<file path="config.mk">
export PLATFORM = sky130hd
export DESIGN_NAME = vx_commit_counters_flat
export DESIGN_NICKNAME = d
export VERILOG_FILES = /design/src/rtl/vx_commit_counters_pkg.sv /design/src/rtl/vx_commit_counters_if.sv /design/src/rtl/vx_csr_counter64.sv /design/src/rtl/vx_commit_counters.sv /design/src/flat_wrapper.sv
export SDC_FILE = /design/constraint.sdc
export NUM_CORES = 1
export LEC_CHECK = 0
export BUFFER_PORTS_ARGS = -buffer_cell sky130_fd_sc_hd__buf_4
export CORE_ASPECT_RATIO = 0.8
export CORE_MARGIN = 4
export CORE_UTILIZATION = 30
export DETAILED_ROUTE_END_ITERATION = 10
export GPL_ROUTABILITY_DRIVEN = 0
export PLACE_DENSITY = 0.52
export RECOVER_POWER = 100
export SLEW_MARGIN = 20
export SYNTH_ARGS = -nofsm -noshare
export SYNTH_HDL_FRONTEND = slang
export SYNTH_SLANG_ARGS = --single-unit
</file>
<file path="constraint.sdc">
create_clock -name clk -period 7.61 [get_ports clk]
set_clock_uncertainty 0.05 [all_clocks]
set_input_delay 1.1415 -clock clk [delete_from_list [all_inputs] [get_ports clk]]
set_output_delay 1.1415 -clock clk [all_outputs]
set_load 0.03 [all_outputs]
</file>
<file path="src/rtl/vx_commit_counters_pkg.sv">
// Shared CSR address map and inhibit bit positions for the commit counters.
// Also provides the address decode used by both the read and write paths.
package vx_commit_counters_pkg;

  localparam logic [11:0] CSR_MCYCLE        = 12'hB00;
  localparam logic [11:0] CSR_MCYCLE_H      = 12'hB80;
  localparam logic [11:0] CSR_MINSTRET      = 12'hB02;
  localparam logic [11:0] CSR_MINSTRET_H    = 12'hB82;
  localparam logic [11:0] CSR_MCOUNTINHIBIT = 12'h320;

  localparam int INHIBIT_CY = 0;
  localparam int INHIBIT_IR = 2;

  typedef enum logic [2:0] {
    SEL_NONE,
    SEL_MCYCLE,
    SEL_MCYCLE_H,
    SEL_MINSTRET,
    SEL_MINSTRET_H,
    SEL_INHIBIT
  } csr_sel_e;

  function automatic csr_sel_e csr_decode(input logic [11:0] addr);
    csr_sel_e sel;
    case (addr)
      CSR_MCYCLE:        sel = SEL_MCYCLE;
      CSR_MCYCLE_H:      sel = SEL_MCYCLE_H;
      CSR_MINSTRET:      sel = SEL_MINSTRET;
      CSR_MINSTRET_H:    sel = SEL_MINSTRET_H;
      CSR_MCOUNTINHIBIT: sel = SEL_INHIBIT;
      default:           sel = SEL_NONE;
    endcase
    return sel;
  endfunction

endpackage

</file>
<file path="src/rtl/vx_commit_counters_if.sv">
// Commit-update stream, CSR read/write port and live counter taps.
// master = commit stage / CSR unit side, slave = the counter block.
interface vx_commit_counters_if #(
  parameter int CSZ = 5
) ();

  logic           cmt_valid;
  logic [CSZ-1:0] cmt_size;
  logic           csr_wr_valid;
  logic [11:0]    csr_wr_addr;
  logic [31:0]    csr_wr_data;
  logic           csr_rd_valid;
  logic [11:0]    csr_rd_addr;
  logic           csr_rd_rsp_valid;
  logic [31:0]    csr_rd_data;
  logic           csr_rd_err;
  logic [63:0]    instret;
  logic [63:0]    cycles;

  modport master (
    output cmt_valid, cmt_size,
    output csr_wr_valid, csr_wr_addr, csr_wr_data,
    output csr_rd_valid, csr_rd_addr,
    input  csr_rd_rsp_valid, csr_rd_data, csr_rd_err,
    input  instret, cycles
  );

  modport slave (
    input  cmt_valid, cmt_size,
    input  csr_wr_valid, csr_wr_addr, csr_wr_data,
    input  csr_rd_valid, csr_rd_addr,
    output csr_rd_rsp_valid, csr_rd_data, csr_rd_err,
    output instret, cycles
  );

endinterface

</file>
<file path="src/rtl/vx_csr_counter64.sv">
// 64-bit CSR-writable counter with a single-cycle full-width adder.
// A low-half write drops the whole increment; a high-half write drops only the carry.
module vx_csr_counter64 #(
  parameter int INC_W = 1
) (
  input  logic             clk,
  input  logic             reset,
  input  logic [INC_W-1:0] inc,
  input  logic             inc_en,
  input  logic             wr_lo,
  input  logic             wr_hi,
  input  logic [31:0]      wr_data,
  output logic [63:0]      value
);

  logic [63:0] sum;
  logic [63:0] value_nxt;

  assign sum = value + 64'(inc);

  always_comb begin
    value_nxt = inc_en ? sum : value;
    if (wr_lo) begin
      value_nxt[31:0]  = wr_data;
      value_nxt[63:32] = value[63:32];
    end
    // Overwriting the upper word after the add is what discards the carry.
    if (wr_hi) begin
      value_nxt[63:32] = wr_data;
    end
  end

  always_ff @(posedge clk or negedge reset) begin
    if (!reset) begin
      value <= '0;
    end else begin
      value <= value_nxt;
    end
  end

endmodule

</file>
<file path="src/rtl/vx_commit_counters.sv">
// minstret / mcycle / mcountinhibit block fed by the commit stage.
// Reads return the pre-update value of the request cycle, one cycle later.
module vx_commit_counters
  import vx_commit_counters_pkg::*;
#(
  parameter int NUM_THREADS = 4,
  parameter int NUM_SRCS    = 7,
  parameter int CSZ         = $clog2(NUM_SRCS * NUM_THREADS + 1)
) (
  input  logic clk,
  input  logic reset,
  vx_commit_counters_if.slave bus
);

  csr_sel_e    wr_sel;
  csr_sel_e    rd_sel;
  logic        inh_cy;
  logic        inh_ir;
  logic [63:0] mcycle;
  logic [63:0] minstret;
  logic [31:0] rd_data_nxt;
  logic        rd_err_nxt;
  logic        rsp_valid;
  logic [31:0] rsp_data;
  logic        rsp_err;

  assign wr_sel = bus.csr_wr_valid ? csr_decode(bus.csr_wr_addr) : SEL_NONE;
  assign rd_sel = csr_decode(bus.csr_rd_addr);

  vx_csr_counter64 #(.INC_W(1)) u_mcycle (
    .clk     (clk),
    .reset   (reset),
    .inc     (1'b1),
    .inc_en  (!inh_cy),
    .wr_lo   (wr_sel == SEL_MCYCLE),
    .wr_hi   (wr_sel == SEL_MCYCLE_H),
    .wr_data (bus.csr_wr_data),
    .value   (mcycle)
  );

  vx_csr_counter64 #(.INC_W(CSZ)) u_minstret (
    .clk     (clk),
    .reset   (reset),
    .inc     (bus.cmt_size),
    .inc_en  (bus.cmt_valid && !inh_ir),
    .wr_lo   (wr_sel == SEL_MINSTRET),
    .wr_hi   (wr_sel == SEL_MINSTRET_H),
    .wr_data (bus.csr_wr_data),
    .value   (minstret)
  );

  // Inhibit bits are registered, so this cycle's increments still see the old ones.
  always_ff @(posedge clk or negedge reset) begin
    if (!reset) begin
      inh_cy <= 1'b0;
      inh_ir <= 1'b0;
    end else if (wr_sel == SEL_INHIBIT) begin
      inh_cy <= bus.csr_wr_data[INHIBIT_CY];
      inh_ir <= bus.csr_wr_data[INHIBIT_IR];
    end
  end

  always_comb begin
    rd_data_nxt = '0;
    rd_err_nxt  = 1'b0;
    case (rd_sel)
      SEL_MCYCLE:     rd_data_nxt = mcycle[31:0];
      SEL_MCYCLE_H:   rd_data_nxt = mcycle[63:32];
      SEL_MINSTRET:   rd_data_nxt = minstret[31:0];
      SEL_MINSTRET_H: rd_data_nxt = minstret[63:32];
      SEL_INHIBIT: begin
        rd_data_nxt[INHIBIT_CY] = inh_cy;
        rd_data_nxt[INHIBIT_IR] = inh_ir;
      end
      default:        rd_err_nxt = 1'b1;
    endcase
  end

  always_ff @(posedge clk or negedge reset) begin
    if (!reset) begin
      rsp_valid <= 1'b0;
      rsp_data  <= '0;
      rsp_err   <= 1'b0;
    end else begin
      rsp_valid <= bus.csr_rd_valid;
      rsp_data  <= bus.csr_rd_valid ? rd_data_nxt : '0;
      rsp_err   <= bus.csr_rd_valid ? rd_err_nxt : 1'b0;
    end
  end

  assign bus.csr_rd_rsp_valid = rsp_valid;
  assign bus.csr_rd_data      = rsp_data;
  assign bus.csr_rd_err       = rsp_err;
  assign bus.instret          = minstret;
  assign bus.cycles           = mcycle;

endmodule

</file>
<file path="src/flat_wrapper.sv">
// flat-port wrapper written by rule: the top's interface ports become plain ports
module vx_commit_counters_flat import vx_commit_counters_pkg::*;
#(
  parameter int NUM_THREADS = 4,
  parameter int NUM_SRCS    = 7,
  parameter int CSZ         = $clog2(NUM_SRCS * NUM_THREADS + 1)
)
  (clk, reset, bus_cmt_valid, bus_cmt_size, bus_csr_wr_valid, bus_csr_wr_addr, bus_csr_wr_data, bus_csr_rd_valid, bus_csr_rd_addr, bus_csr_rd_rsp_valid, bus_csr_rd_data, bus_csr_rd_err, bus_instret, bus_cycles);
  vx_commit_counters_if #(.CSZ(CSZ)) bus_i ();
  input  logic clk;
  input  logic reset;
  input wire logic [$bits(bus_i.cmt_valid)-1:0] bus_cmt_valid;
  input wire logic [$bits(bus_i.cmt_size)-1:0] bus_cmt_size;
  input wire logic [$bits(bus_i.csr_wr_valid)-1:0] bus_csr_wr_valid;
  input wire logic [$bits(bus_i.csr_wr_addr)-1:0] bus_csr_wr_addr;
  input wire logic [$bits(bus_i.csr_wr_data)-1:0] bus_csr_wr_data;
  input wire logic [$bits(bus_i.csr_rd_valid)-1:0] bus_csr_rd_valid;
  input wire logic [$bits(bus_i.csr_rd_addr)-1:0] bus_csr_rd_addr;
  output wire logic [$bits(bus_i.csr_rd_rsp_valid)-1:0] bus_csr_rd_rsp_valid;
  output wire logic [$bits(bus_i.csr_rd_data)-1:0] bus_csr_rd_data;
  output wire logic [$bits(bus_i.csr_rd_err)-1:0] bus_csr_rd_err;
  output wire logic [$bits(bus_i.instret)-1:0] bus_instret;
  output wire logic [$bits(bus_i.cycles)-1:0] bus_cycles;
  assign bus_i.cmt_valid = bus_cmt_valid;
  assign bus_i.cmt_size = bus_cmt_size;
  assign bus_i.csr_wr_valid = bus_csr_wr_valid;
  assign bus_i.csr_wr_addr = bus_csr_wr_addr;
  assign bus_i.csr_wr_data = bus_csr_wr_data;
  assign bus_i.csr_rd_valid = bus_csr_rd_valid;
  assign bus_i.csr_rd_addr = bus_csr_rd_addr;
  assign bus_csr_rd_rsp_valid = bus_i.csr_rd_rsp_valid;
  assign bus_csr_rd_data = bus_i.csr_rd_data;
  assign bus_csr_rd_err = bus_i.csr_rd_err;
  assign bus_instret = bus_i.instret;
  assign bus_cycles = bus_i.cycles;
  vx_commit_counters #(.NUM_THREADS(NUM_THREADS), .NUM_SRCS(NUM_SRCS), .CSZ(CSZ)) u_core (.clk(clk), .reset(reset), .bus(bus_i));
endmodule
</file>
==> Word-level counts from Yosys, hierarchy flattened <==
Cells that the tools add are included.
{ "op_classes": {"n_eq_ne": 24, "n_mux": 16, "add_sub_neg": 2, "reduce_logical": 7} }
{ "ops": {"columns": ["operator", "count"], "rows": [
  ["$mux 64", 4],
  ["$pmux 29 s4", 1],
  ["$eq 12x12->1 const B", 8],
  ["$mux 32", 3],
  ["$add 64x1->64 const B", 1],
  ["$add 64x5->64", 1],
  ["$pmux 3 s5", 2],
  ["$eq 12x10->1 const B", 2],
  ["$eq 3x2->1 const B", 4],
  ["$eq 3x3->1 const B", 4],
  ["$pmux 1 s5", 2],
  ["$eq 3x1->1 const B", 2],
  ["$reduce_or 5->1", 1],
  ["$ne 2x1->1 const B", 2],
  ["$ne 2x2->1 const B", 2],
  ["$pmux 1 s4", 1],
  ["$reduce_and 2->1", 2],
  ["$reduce_bool 2->1", 2],
  ["$mux 3", 1],
  ["$mux 1", 2],
  ["$logic_and 1x1->1", 1],
  ["$logic_not 1->1", 1]
]} }
{ "totals": {"out_inout_bits": 162, "word_cells": 58, "reg_bits": 164, "inputBits": 66} }

==> Depth between registers and ports, before layout <==
{ "logic_depth": {"word_depth": 6, "ltp_mapped": 9, "ltp_nobuf": 8} }

==> By module <==
Synthesis repeated with hierarchy kept, for this count alone.
{ "unflattened": {"hier_cells": 1131, "area_unflattened_um2": 10228.6} }
{ "by_module_without_submodules": {"columns": ["mod", "cells_each", "area_each_um2", "seq_area_each_um2", "n_inst"], "rows": [
  ["vx_csr_counter64 (u_core.u_mcycle)", 485, 4058.9, 1601.5, 1],
  ["vx_csr_counter64 (u_core.u_minstret)", 453, 3997.6, 1601.5, 1],
  ["vx_commit_counters", 193, 2172.1, 900.9, 1]
]} }

==> Worst setup path after synthesis <==
OpenSTA, ideal clock, no wires.
{ "synth_timing": {"path_type": "input to register", "from": "in bus_cmt_size[0]", "to": "reg u_core.u_minstret.value[24]", "path_slack_ns": 4.453, "required_time_ns": 7.423, "setup_time_ns": 0.137, "path_stages": 9, "path_buffers": 1, "t_arrival_ns": 2.970, "cell_sequence": "ha_1 fa_1 a211oi_1 o21bai_1 and4_1 clkbuf_1 and3_1 xnor2_1 a21oi_1"} }
{ "synth_between": {"elab_chain_cells": 3} }
{ "synth_rtl": {"columns": ["item", "line_no", "rtl"], "rows": [
  ["start: declaration", "flat_wrapper.sv:13", "input wire logic [$bits(bus_i.cmt_size)-1:0] bus_cmt_size;"],
  ["$add 64x5->64", "vx_csr_counter64.sv:19", "assign sum = value + 64'(inc);"],
  ["$mux 64", "vx_csr_counter64.sv:22", "value_nxt = inc_en ? sum : value;"],
  ["$mux 64", "vx_csr_counter64.sv:23", "if (wr_lo) begin"],
  ["end signal: assignment", "vx_csr_counter64.sv:37", "value <= value_nxt;"],
  ["end: declaration", "vx_csr_counter64.sv:13", "output logic [63:0] value"]
]} }
No other way between the ends. The select of a mux whose other input is x is not followed.
A chain may end at the register's enable or synchronous reset.

==> Worst setup path in the final report <==
{ "layout_timing": {"from": "in bus_csr_wr_addr[10]", "to": "reg u_core.u_mcycle.value[48]"} }
{ "layout_between": {"elab_chain_cells": 6, "elab_cells_between_ends": 13, "cone_classes": "9 x eq/ne; 3 x mux; 1 x reduce/logical"} }
{ "layout_rtl": {"columns": ["item", "line_no", "rtl"], "rows": [
  ["start: declaration", "flat_wrapper.sv:15", "input wire logic [$bits(bus_i.csr_wr_addr)-1:0] bus_csr_wr_addr;"],
  ["$eq 12x10->1 / $eq 12x12->1 (equally long branches)", "vx_commit_counters_pkg.sv:25", "case (addr)"],
  ["$pmux 3 s5 (*)", "vx_commit_counters_pkg.sv:25", null],
  ["$mux 3 (*)", "vx_commit_counters.sv:27", "assign wr_sel = bus.csr_wr_valid ? csr_decode(bus.csr_wr_addr) : SEL_NONE;"],
  ["$eq 3x2->1 / $eq 3x1->1 (equally long branches)", "vx_commit_counters.sv:36, vx_commit_counters.sv:35", null],
  ["$ne 2x2->1 (no source line) / $ne 2x1->1 (equally long branches)", null, null],
  ["$reduce_and 2->1 (no source line)", null, null],
  ["end signal: assignment", "vx_csr_counter64.sv:37", null],
  ["end: declaration", "vx_csr_counter64.sv:13", null]
]} }
Every way passes the cells marked *; elsewhere a longest branch is shown, timed or not.

==> key figures <==
Place
  • Final HPWL DP: approximately 27000 um
  • Port buffer count: 227
  • Inst Count DP: 1660
  • Cell area after placement: roughly 12000 sq um
  • Worst setup slack after placement: 3.64 ns

Min path
  • Hold Path Depth: 2
  • Worst Hold Class: reg2reg

Global route
  • Vias in the first global route: 8474
  • Total grt overflow: 0
  • First-pass GRT wire length: roughly 55000 um
  • Initial antenna violation count: 0
  • Overall Global Routing Usage: a little over a fifth
  • Pin count of the biggest net entering global routing: between 90 and 100

Logic synthesis
  • Synthesized flop and latch total: 164
  • Post-synthesis net count: 1135
  • Gate Count Post-Synth: 1062
  • Area of the mapped netlist: 9490 sq um
  • Synthesis warning total: 0
  • Most used DFF post-synth: dfrtp_1
  • Seq/Total Area, Yosys: a little over two fifths
  • Synth unique cells: between 50 and 60
  • Syn avg cell area: just under 9 sq um
  • Asr flop ratio synth: 100%
  • EDFF count, synth: 0

Clocking
  • TritonCTS buffer count: 17
  • Hold_buf cts: 0
  • Clock buffer depth: 2
  • Clock transition at path regs: 0.07 ns
  • Clock Latency Late Sink: 0.45 ns
  • Clock sinks: 164
  • CTS tree: built
  • Root Buffer: clkbuf_16
  • CTS H-tree lvls: 4
  • Post-CTS setup buffers: 0
  • Post-CTS Resized: 0

Detailed routing
  • Wire length per cell: 21.9 um
  • Vias: around 8800
  • Starting DRT DRC Count: 664
  • Post-route DRC: 0
  • Post-Route WL: 37100 um
  • Via density: ~5.2
  • Routed Antenna Nets: 0
  • Pre-antenna DRT Iters: 5

Timing
  • Part of the cycle the worst path needs: 68.4%
  • Slew Viols, Final: 278
  • Final hold slack: 0.527 ns
  • Final worst-path setup slack: 2.41 ns
  • Finish-stage setup viols: 0
  • Worst Tran Pin Value: 2.95 ns
  • RSZ-0062 raised after global routing: no
  • FMAX: between 150 and 200 MHz
  • Final Hold Vio Count: 0
  • Final setup TNS: 0 ns
  • Post-layout min period: between 5 and 6 ns
  • Slew margin rel.: -96.5%

Floorplan
  • Core area: roughly 31000 sq um
  • Full die area: 34600 sq um
  • Ports: 228
  • Starting Density: between 30 and 40%
  • Height of the chip: approximately 170 um
  • Core Rows: 57
  • Chip Width: 207 um

Setup path
  • Delay-heaviest family, CP: buffers and inverters
  • Buf/Inv on CP: 2
  • R2r worst-path depth: 7
  • Slowest cell delay on critical path: 2.00 ns
  • Worst setup path class: in2reg
  • Slowest-stage cell, CP: clkbuf_1
  • Required @ worst endpoint: 7.76 ns
  • Max FO, Critical Path: 64
  • Worst setup SP type: input pin
  • Crit. path cell count: 8
  • Worst path cell trace: clkbuf_4 -> or4b_1 -> nor4b_1 -> clkbuf_1 -> nor3_2 -> nand4_1 -> xor2_1 -> o21ai_0
  • Crit path DAT: 5.36 ns
  • Critical path capture point type: flop

Pwr
  • Internal power: 1.51 mW
  • Clock power frac: 36.7%
  • Pwr dens: 201 nW/um^2
  • Leakage power: 4.40 nW
  • Switching pwr: 0.791 mW
  • Net Sw Frac: 34.3%
  • Flop pwr share: 43.2%
  • Tot Pwr: 2.31 mW
  • Logic pwr share: roughly 20%
  • Maximum vdd ir drop: about 0.14 mV

Finish
  • Share of cells above drive strength 1: 12.4%
  • Post-layout net count: 1339
  • Fin cells: between 1500 and 2000
  • Fin util: 37.3%
  • Final instance area: ~11000 sq um
  • Area Growth Syn to Fin: 21.0%
  • Fill count: between 3000 and 4000
  • ANT cells: 0

Run status
  • Violated checks: capacitance limit, slew limit
  • Status: finished, violations left

Job
  • Max-cap violation count: 6
[cell usage after synthesis, drive strengths merged, types with 6 or more instances]
master | number | share of area, %
nor3 | 38 | 2.2
buf | 11 | 0.55
xor2 | 49 | 4.5
a21oi | 99 | 5.2
dfrtp | 164 | 43
clkbuf | 41 | 1.6
nor4 | 24 | 2.2
and3 | 19 | 1.3
nor2b | 6 | 0.40
and4 | 10 | 0.95
nand4 | 41 | 3.2
nor2 | 100 | 4.0
nand3 | 48 | 2.6
mux2 | 32 | 3.8
ha | 6 | 0.79
o21ai | 72 | 3.9
a22oi | 31 | 2.5
nand2 | 144 | 5.7
inv | 12 | 0.47
xnor2 | 74 | 6.8
[sequential cells by signal, summed over array words and instances, names as in the netlist]
name and cells:
u_core.u_mcycle.value 64, u_core.u_minstret.value 64, u_core.bus.csr_rd_rsp_valid 1, u_core.bus.csr_rd_err 1, u_core.inh_ir 1, u_core.inh_cy 1
u_core.bus.csr_rd_data 32
[power by group through the flow]
stage          registers (mW)  clock network [mW]  logic, mW
2_1_floorplan            1.09                   0      0.201
3_3_place_gp             1.01                   0      0.504
3_5_place_dp             1.01                   0      0.505
4_1_cts                 0.994               0.865      0.510
5_1_grt                  1.01               0.902      0.506
6_report                0.995               0.846      0.465
[kinds of logic after synthesis]
family	Yosys count	synth area share (%)
and+or+nand+nor	455	24.9
adders and majority gates	7	1.00
DFF	164	43.2
muxes	36	4.22
xor gates and xnor gates	123	11.3
AOI/OAI and AO/OA	213	12.7
buffers and inverters	64	2.65
[final timing paths]
kind / start / endpoint / slack (ns)
worst max-delay path: bus_csr_wr_addr[10] / u_core.u_mcycle.value[48] / 2.41
worst min-delay path: u_core.u_mcycle.value[11] / u_core.bus.csr_rd_data[11] / 0.53
worst max register to register: u_core.u_minstret.value[3] / u_core.u_minstret.value[63] / 4.20
worst min register to register: u_core.u_mcycle.value[11] / u_core.bus.csr_rd_data[11] / 0.53
max in group asynchronous: reset / u_core.u_minstret.value[33] / 5.17
min in group asynchronous: reset / u_core.bus.csr_rd_data[0] / 0.69
[cell type report]
cell class                 instances  area, sq um  area share, %
multi-input combinational        834         5120           44.6
sequential                       164         4100           35.7
timing repair buffer             237         1150           9.99
tap                              413          517           4.50
clock buffer                      18          439           3.82
clock inverter                    14          116           1.01
inverter                          12         45.0          0.392
[worst register-to-register path, delay by kind of cell, from the launching register on]
kind	cells	cell delay [ns]
xor+xnor	1	0.16
simple gates	2	1.36
flops	1	0.42
compound gates	3	0.80
fa+ha+maj	1	0.36
[layout by cell type, fill, tap and decap left out, drive strengths merged, types with 3 or more instances in the layout]
| cell type | count |
|---|---|
| clkbuf | 191 |
| ha | 6 |
| nand2 | 144 |
| mux2i | 4 |
| nand3 | 48 |
| nor3b | 3 |
| xnor2 | 74 |
| o21ai | 72 |
| dfrtp | 164 |
| a22oi | 31 |
| a21oi | 99 |
| nor2b | 6 |
| buf | 64 |
| nor4 | 24 |
| mux2 | 32 |
| xor2 | 49 |
| inv | 20 |
| and4 | 10 |
| nand4 | 41 |
| and3 | 19 |
| nand2b | 3 |
| nor2 | 100 |
| a211oi | 4 |
| clkinv | 4 |
| nor3 | 38 |
[layer usage]
| layer | global-route usage [%] | routed length (um) | share of wire [%] | vias to the layer above |
|---|---|---|---|---|
| met5 | 0 | 0 | 0 | - |
| met4 | 4.40 | 361 | 0.97 | 0 |
| met3 | 5.38 | 3150 | 8.5 | 15 |
| met2 | 30.4 | 15800 | 42 | 318 |
| met1 | 31.7 | 17800 | 48 | 4304 |
| li1 | - | - | - | 4160 |
Note: power is estimated with default switching activity, not from simulation.
